$ cat src/rtl/audio_seq_pkg.sv
// Shared types for the note sequencer and the blocks built around it.
package audio_seq_pkg;

  localparam int FREQ_W = 16;
  localparam int DUR_W  = 8;

  typedef enum logic [1:0] {
    IDLE,
    FETCH,
    PLAY,
    GAP
  } seq_state_e;

  // One pattern entry: generator phase increment and note length in ticks.
  typedef struct packed {
    logic [FREQ_W-1:0] freq;
    logic [DUR_W-1:0]  dur;
  } step_t;

endpackage

$ cat src/rtl/audio_tick_prescaler.sv
// Divides clk_i into one-cycle ticks every TICK_DIV enabled cycles.
// Shared by the sequencer and the envelope blocks.
module audio_tick_prescaler #(
  parameter int TICK_DIV = 50000
) (
  input  logic clk_i,
  input  logic rstn_i,
  input  logic clr_i,
  input  logic en_i,
  output logic tick_o
);

  localparam int CNT_W = (TICK_DIV > 1) ? $clog2(TICK_DIV) : 1;
  localparam logic [CNT_W-1:0] CNT_LAST = CNT_W'(TICK_DIV - 1);

  logic [CNT_W-1:0] r_cnt;
  logic             w_wrap;

  assign w_wrap = (r_cnt == CNT_LAST);
  assign tick_o = en_i & w_wrap;

  // Free-running count 0..TICK_DIV-1 while enabled; clear wins over enable.
  // NOTE: sequential state uses <= so every flop samples pre-edge values.
  always_ff @(posedge clk_i) begin
    if (!rstn_i) begin
      r_cnt <= '0;
    end else if (clr_i) begin
      r_cnt <= '0;
    end else if (en_i) begin
      r_cnt <= w_wrap ? '0 : r_cnt + CNT_W'(1);
    end
  end

endmodule

$ cat src/rtl/audio_note_sequencer.sv
// Plays a programmed pattern of {freq, duration} steps into a wave generator,
// with a silent gap after each note and optional looping.
module audio_note_sequencer
  import audio_seq_pkg::*;
#(
  parameter  int STEPS     = 16,
  parameter  int TICK_DIV  = 50000,
  parameter  int GAP_TICKS = 2,
  localparam int ADDR_W    = $clog2(STEPS)
) (
  input  logic              clk_i,
  input  logic              rstn_i,
  input  logic              wr_en_i,
  input  logic [ADDR_W-1:0] wr_addr_i,
  input  logic [FREQ_W-1:0] wr_freq_i,
  input  logic [DUR_W-1:0]  wr_dur_i,
  output logic              wr_ready_o,
  input  logic              start_i,
  input  logic              stop_i,
  input  logic              loop_i,
  input  logic [ADDR_W:0]   len_i,
  output logic [FREQ_W-1:0] freq_o,
  output logic              gate_o,
  output logic [ADDR_W-1:0] step_o,
  output logic              busy_o,
  output logic              done_o
);

  localparam logic [ADDR_W:0]  STEPS_L  = (ADDR_W + 1)'(STEPS);
  localparam logic [ADDR_W:0]  ONE_L    = (ADDR_W + 1)'(1);
  localparam logic [DUR_W-1:0] GAP_LAST = DUR_W'((GAP_TICKS > 0) ? GAP_TICKS - 1 : 0);

  seq_state_e        r_state;
  step_t             r_mem [STEPS];
  logic [FREQ_W-1:0] r_freq;
  logic              r_gate;
  logic [ADDR_W-1:0] r_step;
  logic [ADDR_W-1:0] r_last;
  logic [DUR_W-1:0]  r_dur;
  logic [DUR_W-1:0]  r_tick_cnt;
  logic              r_busy;
  logic              r_done;

  step_t             w_rd;
  logic              w_tick;
  logic              w_addr_ok;
  logic              w_wr_accept;
  logic [ADDR_W:0]   w_len_clamp;
  logic [ADDR_W:0]   w_len_m1;
  logic              w_play_done;
  logic              w_gap_done;
  logic              w_advance;

  assign w_rd        = r_mem[r_step];
  assign w_addr_ok   = ({1'b0, wr_addr_i} < STEPS_L);
  assign w_wr_accept = wr_en_i & ~r_busy & w_addr_ok;
  assign w_len_clamp = (len_i > STEPS_L) ? STEPS_L : len_i;
  assign w_len_m1    = w_len_clamp - ONE_L;

  assign w_play_done = (r_state == PLAY) & w_tick & (r_tick_cnt == r_dur - DUR_W'(1));
  assign w_gap_done  = (r_state == GAP) & w_tick & (r_tick_cnt == GAP_LAST);
  // With no gap configured the note end advances directly.
  assign w_advance   = (GAP_TICKS == 0) ? w_play_done : w_gap_done;

  audio_tick_prescaler #(
    .TICK_DIV (TICK_DIV)
  ) u_prescaler (
    .clk_i  (clk_i),
    .rstn_i (rstn_i),
    .clr_i  ((r_state == IDLE) || (r_state == FETCH)),
    .en_i   ((r_state == PLAY) || (r_state == GAP)),
    .tick_o (w_tick)
  );

  // Pattern memory write port, open only while idle.
  // NOTE: no reset on the memory array so a reset never erases the programmed pattern.
  always_ff @(posedge clk_i) begin
    if (w_wr_accept) begin
      r_mem[wr_addr_i] <= '{freq: wr_freq_i, dur: wr_dur_i};
    end
  end

  // Playback FSM with all outputs registered alongside the state.
  always_ff @(posedge clk_i) begin
    if (!rstn_i) begin
      r_state    <= IDLE;
      r_freq     <= '0;
      r_gate     <= 1'b0;
      r_step     <= '0;
      r_last     <= '0;
      r_dur      <= '0;
      r_tick_cnt <= '0;
      r_busy     <= 1'b0;
      r_done     <= 1'b0;
    end else begin
      r_done <= 1'b0;
      if ((r_state != IDLE) && stop_i) begin
        // Abort: silence immediately, no completion pulse.
        r_state <= IDLE;
        r_busy  <= 1'b0;
        r_freq  <= '0;
        r_gate  <= 1'b0;
        r_step  <= '0;
      end else if (w_advance) begin
        r_gate     <= 1'b0;
        r_tick_cnt <= '0;
        if (r_step != r_last) begin
          r_step  <= r_step + ADDR_W'(1);
          r_state <= FETCH;
        end else if (loop_i) begin
          r_step  <= '0;
          r_state <= FETCH;
        end else begin
          r_state <= IDLE;
          r_busy  <= 1'b0;
          r_freq  <= '0;
          r_step  <= '0;
          r_done  <= 1'b1;
        end
      end else begin
        case (r_state)
          IDLE: begin
            if (start_i && !stop_i && (len_i != '0)) begin
              r_state <= FETCH;
              r_busy  <= 1'b1;
              r_step  <= '0;
              r_last  <= w_len_m1[ADDR_W-1:0];
            end
          end
          FETCH: begin
            if (w_rd.dur == '0) begin
              // End-of-pattern marker ends playback like a natural finish.
              r_state <= IDLE;
              r_busy  <= 1'b0;
              r_freq  <= '0;
              r_gate  <= 1'b0;
              r_step  <= '0;
              r_done  <= 1'b1;
            end else begin
              r_state    <= PLAY;
              r_freq     <= w_rd.freq;
              r_gate     <= 1'b1;
              r_dur      <= w_rd.dur;
              r_tick_cnt <= '0;
            end
          end
          PLAY: begin
            if (w_play_done) begin
              // Release tail: gate drops, frequency held through the gap.
              r_state    <= GAP;
              r_gate     <= 1'b0;
              r_tick_cnt <= '0;
            end else if (w_tick) begin
              r_tick_cnt <= r_tick_cnt + DUR_W'(1);
            end
          end
          GAP: begin
            if (w_tick) begin
              r_tick_cnt <= r_tick_cnt + DUR_W'(1);
            end
          end
          default: r_state <= IDLE;
        endcase
      end
    end
  end

  assign freq_o     = r_freq;
  assign gate_o     = r_gate;
  assign step_o     = r_step;
  assign busy_o     = r_busy;
  assign done_o     = r_done;
  assign wr_ready_o = ~r_busy;

endmodule

$ cat config.mk
export PLATFORM = sky130hd
export DESIGN_NAME = audio_note_sequencer
export DESIGN_NICKNAME = d
export VERILOG_FILES = /design/src/rtl/audio_seq_pkg.sv /design/src/rtl/audio_tick_prescaler.sv /design/src/rtl/audio_note_sequencer.sv
export SDC_FILE = /design/constraint.sdc
export NUM_CORES = 1
export LEC_CHECK = 0
export ABC_AREA = 1
export CORE_MARGIN = 2
export CORE_UTILIZATION = 40
export CTS_CLUSTER_SIZE = 24
export DETAILED_ROUTE_END_ITERATION = 7
export GPL_ROUTABILITY_DRIVEN = 0
export PLACE_DENSITY = 0.55
export SYNTH_ARGS = -nofsm -noshare
export SYNTH_HDL_FRONTEND = slang
export SYNTH_SLANG_ARGS = --single-unit
$ cat constraint.sdc
create_clock -name clk_i -period 2.35 [get_ports clk_i]
set_clock_uncertainty 0.1 [all_clocks]
set_input_delay 0.3525 -clock clk_i [delete_from_list [all_inputs] [get_ports clk_i]]
set_output_delay 0.3525 -clock clk_i [all_outputs]
set_load 0.05 [all_outputs]
==> results.md <==
Logic synthesis:
- The number of storage elements in the synthesis netlist is 449.
- Counting flops with a built-in enable in the synthesized netlist gives 384.
- Of the post-synthesis cell area, the dominant cell type holds 0.609.
- sky130_fd_sc_hd__edfxtp_1 takes more of the synthesized area than any other cell.
- The number of warnings printed during yosys synthesis is 0.
- The most used flip-flop cell after synthesis is sky130_fd_sc_hd__edfxtp_1.
- The synthesized area divided by synthesized cell count is 10.6 sq um.
- Sorting the synthesized cells by area gives the leading types as sky130_fd_sc_hd__edfxtp_1 61%, sky130_fd_sc_hd__nand2_1 8.7%, sky130_fd_sc_hd__dfxtp_1 6.9%.
- The cell count after synthesis came out at 1,780.
- The number of different library cells used by synthesis comes to 39.
- The post-synthesis sequential area ratio is 0.677.
- For this run, asynchronously set or reset flops after synthesis account for 0.
- The net count after synthesis is 1,830.
- The commonest cells after synthesis are 438 x sky130_fd_sc_hd__nand2_1, 384 x sky130_fd_sc_hd__edfxtp_1, 191 x sky130_fd_sc_hd__nor2_1.
- The most common cell in the netlist is sky130_fd_sc_hd__nand2_1.
- The netlist area before placement is 0.0189 sq mm.

Floorplan:
- For this configuration, the core starts out at a cell density of 0.406.
- The die covers 0.0491 sq mm.
- For this design the top-level I/O count stands at 63.
- In this run the vertical extent of the chip is 222 microns.
- The core region is 0.0467 sq mm.
- The floorplan has 79 rows.
- The width of the chip is 222 microns.

Global routing:
- The number of global-route vias before repair was 12,700.
- After global routing the overflow that remains totals 0.
- In the global route stage, overall resource usage came out at 0.197.
- The pin count of the biggest net entering global routing is 73.
- The wire length of the first global-routing pass is 74.6 mm.
- The initial antenna violation count is 0.

STA:
- The headroom to the max-slew limit is 0.580.
- The number of endpoints with negative hold slack in the final report is 0.
- Summed over all failing endpoints, the final setup total negative slack is 0 ps.
- Hold timing on the final database bottoms out at a slack of 357 ps.
- Setup repair after global routing could not meet its margin everywhere.
- The number of setup violations in the final report is 0.
- The maximum operating frequency is 0.427 GHz.
- The max-slew violation count is 0.
- The worst path meets setup with 9.88 ps of slack.
- The pin slew with the least headroom to its limit is 630 ps.
- The time the final worst path needs with I/O delays and setup is 2340 ps.
- Of the available clock period, the critical path in the final layout requires 0.996.

Clock network:
- The clock drives 449 sinks.
- The number of levels the H-tree was split into is 2.
- The clock tree from TritonCTS is built.
- The tree is rooted in a sky130_fd_sc_hd__clkbuf_16.
- At the later pin of the worst-skew pair, clock insertion delay measures 580 ps.
- The clock-pin transition on the worst setup and hold timing paths is 60 ps.
- The number of buffers between clock root and the deepest sink is 3.
- The total clock buffers created by CTS is 47.

Drt:
- The detail-routed via count per cell is 5.15.
- Once detail routing completed, the nets flagged for antenna violations numbered 0.
- The count of unresolved DRC violations after routing is 2.
- The first routing iteration left 916 violations.
- The routed wire length is 49.6 mm.
- The number of optimization iterations in the first detailed-route pass is 8.
- The average wire per standard cell is 19.4 microns.
- For this block, the via count after detailed routing is 13,200.

Setup path:
- The worst setup path is of the reg -> reg kind.
- For this run, the slowest stage of the critical path takes 380 ps.
- The gate family responsible for the most delay along the worst path is simple AND/OR/NAND/NOR gates.
- The number of buffers and inverters on the critical path is 5.
- The biggest fanout along the worst timing path is 11.
- The data arrival time at the worst-slack endpoint is 2720 ps.
- The slowest cell on the critical path is sky130_fd_sc_hd__dfxtp_4.
- The category of the worst setup path capture point is a register.
- Data on the critical path is required at its endpoint by 2730 ps.
- The signal on the critical path passes through buf_4 > clkbuf_16 > nor2_2 > nor2_1 > o21ai_1 > nand3_1 > nand3_2 > nand2_2 > nor2_4 > nand2_4 > nor2_4 > buf_6 > nor3_4 > buf_12 > clkbuf_16 > nand2_1 > a21oi_1.
- STA classifies the critical path startpoint as a register.

Layout:
- The area growth from synthesis to layout is 21.5%.
- The fraction of final layout cells sized beyond drive strength 1 is 0.130.
- The post-route cell area is 0.0230 sq mm.
- The share of the core filled with cells is 0.493.
- After the last flow step, the layout net total stands at 1,959.
- The antenna diode count is 0.

Placement:
- The placed instances occupy a cell area of 0.0211 sq mm.
- Detailed placement finished with a half-perimeter wire length of 28.1 mm.
- At the placement stage, the worst setup path has a slack of 36.7 ps.
- The total of buffers placed on input and output ports is 62.

Power:
- IR analysis of the VDD net gives a maximum drop of 0.667 mV.
- The power density normalized to cell area is 851 mW/mm^2.
- The analysis attributes to cell leakage a power of 8.40 nW.

Outcome:
- The run finished, with violations left.
- The checks that failed: DRC.

Worst hold path:
- The worst hold-check path type is in -> reg.

Run:
- The number of max-cap violations is 0.
cells by family (layout without fill, tap and decap cells):
logic type	after synthesis	count (layout)	synth area share
buf+inv	219	386	0.0501
flops	449	449	0.677
xor+xnor	16	16	0.00740
fa+ha+maj	11	11	0.00726
simple gates	803	803	0.175
compound gates	282	282	0.0833
layout by cell type (no fill, tap or decap), types with 50 or more instances in the layout:
master                            count
sky130_fd_sc_hd__buf_4               50
sky130_fd_sc_hd__clkdlybuf4s50_1     58
sky130_fd_sc_hd__inv_1              129
sky130_fd_sc_hd__o21ai_0            115
sky130_fd_sc_hd__clkbuf_16           53
sky130_fd_sc_hd__nand3_1            115
sky130_fd_sc_hd__nand2_1            421
sky130_fd_sc_hd__nor2_1             168
sky130_fd_sc_hd__a21oi_1             68
sky130_fd_sc_hd__edfxtp_1           384
sky130_fd_sc_hd__dfxtp_1             62
path summary, 6_finish.rpt:
kind                                           start              endpoint  slack (ps)  cells past startpoint
worst max-delay path                        register             freq_o[9]          10                     17
worst min-delay path                        len_i[3]             r_last[3]         360                      3
worst max register to register              register             freq_o[9]          10                     17
worst min register to register  u_prescaler.r_cnt[9]  u_prescaler.r_cnt[9]         380                      1
per-stage QoR:
step / std cells / total power, mW
floorplan: 1780 / 11.2
global placement: 2453 / 12.4
detailed placement: 2453 / 12.4
CTS: 2540 / 19.6
global route: 2554 / 20.4
finish: 2554 / 19.6
worst reg2reg max path, cell delays in order (launching register included):
cell and delay, ps:
sky130_fd_sc_hd__dfxtp_4 380, sky130_fd_sc_hd__buf_4 150, sky130_fd_sc_hd__clkbuf_16 160, sky130_fd_sc_hd__nor2_2 100
sky130_fd_sc_hd__nor2_1 40, sky130_fd_sc_hd__o21ai_1 80, sky130_fd_sc_hd__nand3_1 100, sky130_fd_sc_hd__nand3_2 80
sky130_fd_sc_hd__nand2_2 90, sky130_fd_sc_hd__nor2_4 120, sky130_fd_sc_hd__nand2_4 80, sky130_fd_sc_hd__nor2_4 150
sky130_fd_sc_hd__buf_6 120, sky130_fd_sc_hd__nor3_4 40, sky130_fd_sc_hd__buf_12 140, sky130_fd_sc_hd__clkbuf_16 180
sky130_fd_sc_hd__nand2_1 70, sky130_fd_sc_hd__a21oi_1 50
where the power goes:
part           internal, mW  switching (mW)
logic                  1.19            2.17
registers              8.90           0.158
clock network          4.09            3.07
what timing repair did:
item                                    4_1_cts  5_1_grt
buffers inserted                              0        7
cloned                                        0        7
resized for setup                             4       75
endpoints found under the hold margin         0        0
hold buffers                                  0        0
pin swaps                                     0       27
endpoints found under the setup margin        4       45
metal layers:
metal  global-route usage  vias to the layer above  part of all wire  wire (microns)
li1                     -                     6405                 -               -
met1                0.258                     6377              0.44           21800
met2                0.334                      295              0.48           23900
met3               0.0341                       88             0.048            2400
met4               0.0639                        0             0.030            1490
met5                    0                        -                 0               0
registers in the layout, indices dropped and copies added, names as in the netlist, named ones only:
name	flops
busy_o	1
done_o	1
freq_o	16
gate_o	1
r_dur	8
r_last	4
r_mem	384
r_state	2
r_tick_cnt	8
step_o	4
u_prescaler.r_cnt	16
layout make-up:
type | instances | area [sq um]
multi-input cells | 1112 | 5470
clock inverters | 25 | 185
repair buffers | 163 | 1960
fillers | 4196 | 23600
flip-flops and latches | 449 | 12800
well taps | 607 | 759
clock buffers | 62 | 1290
inverters | 136 | 515
No activity file was read; power rests on OpenSTA's default activity.
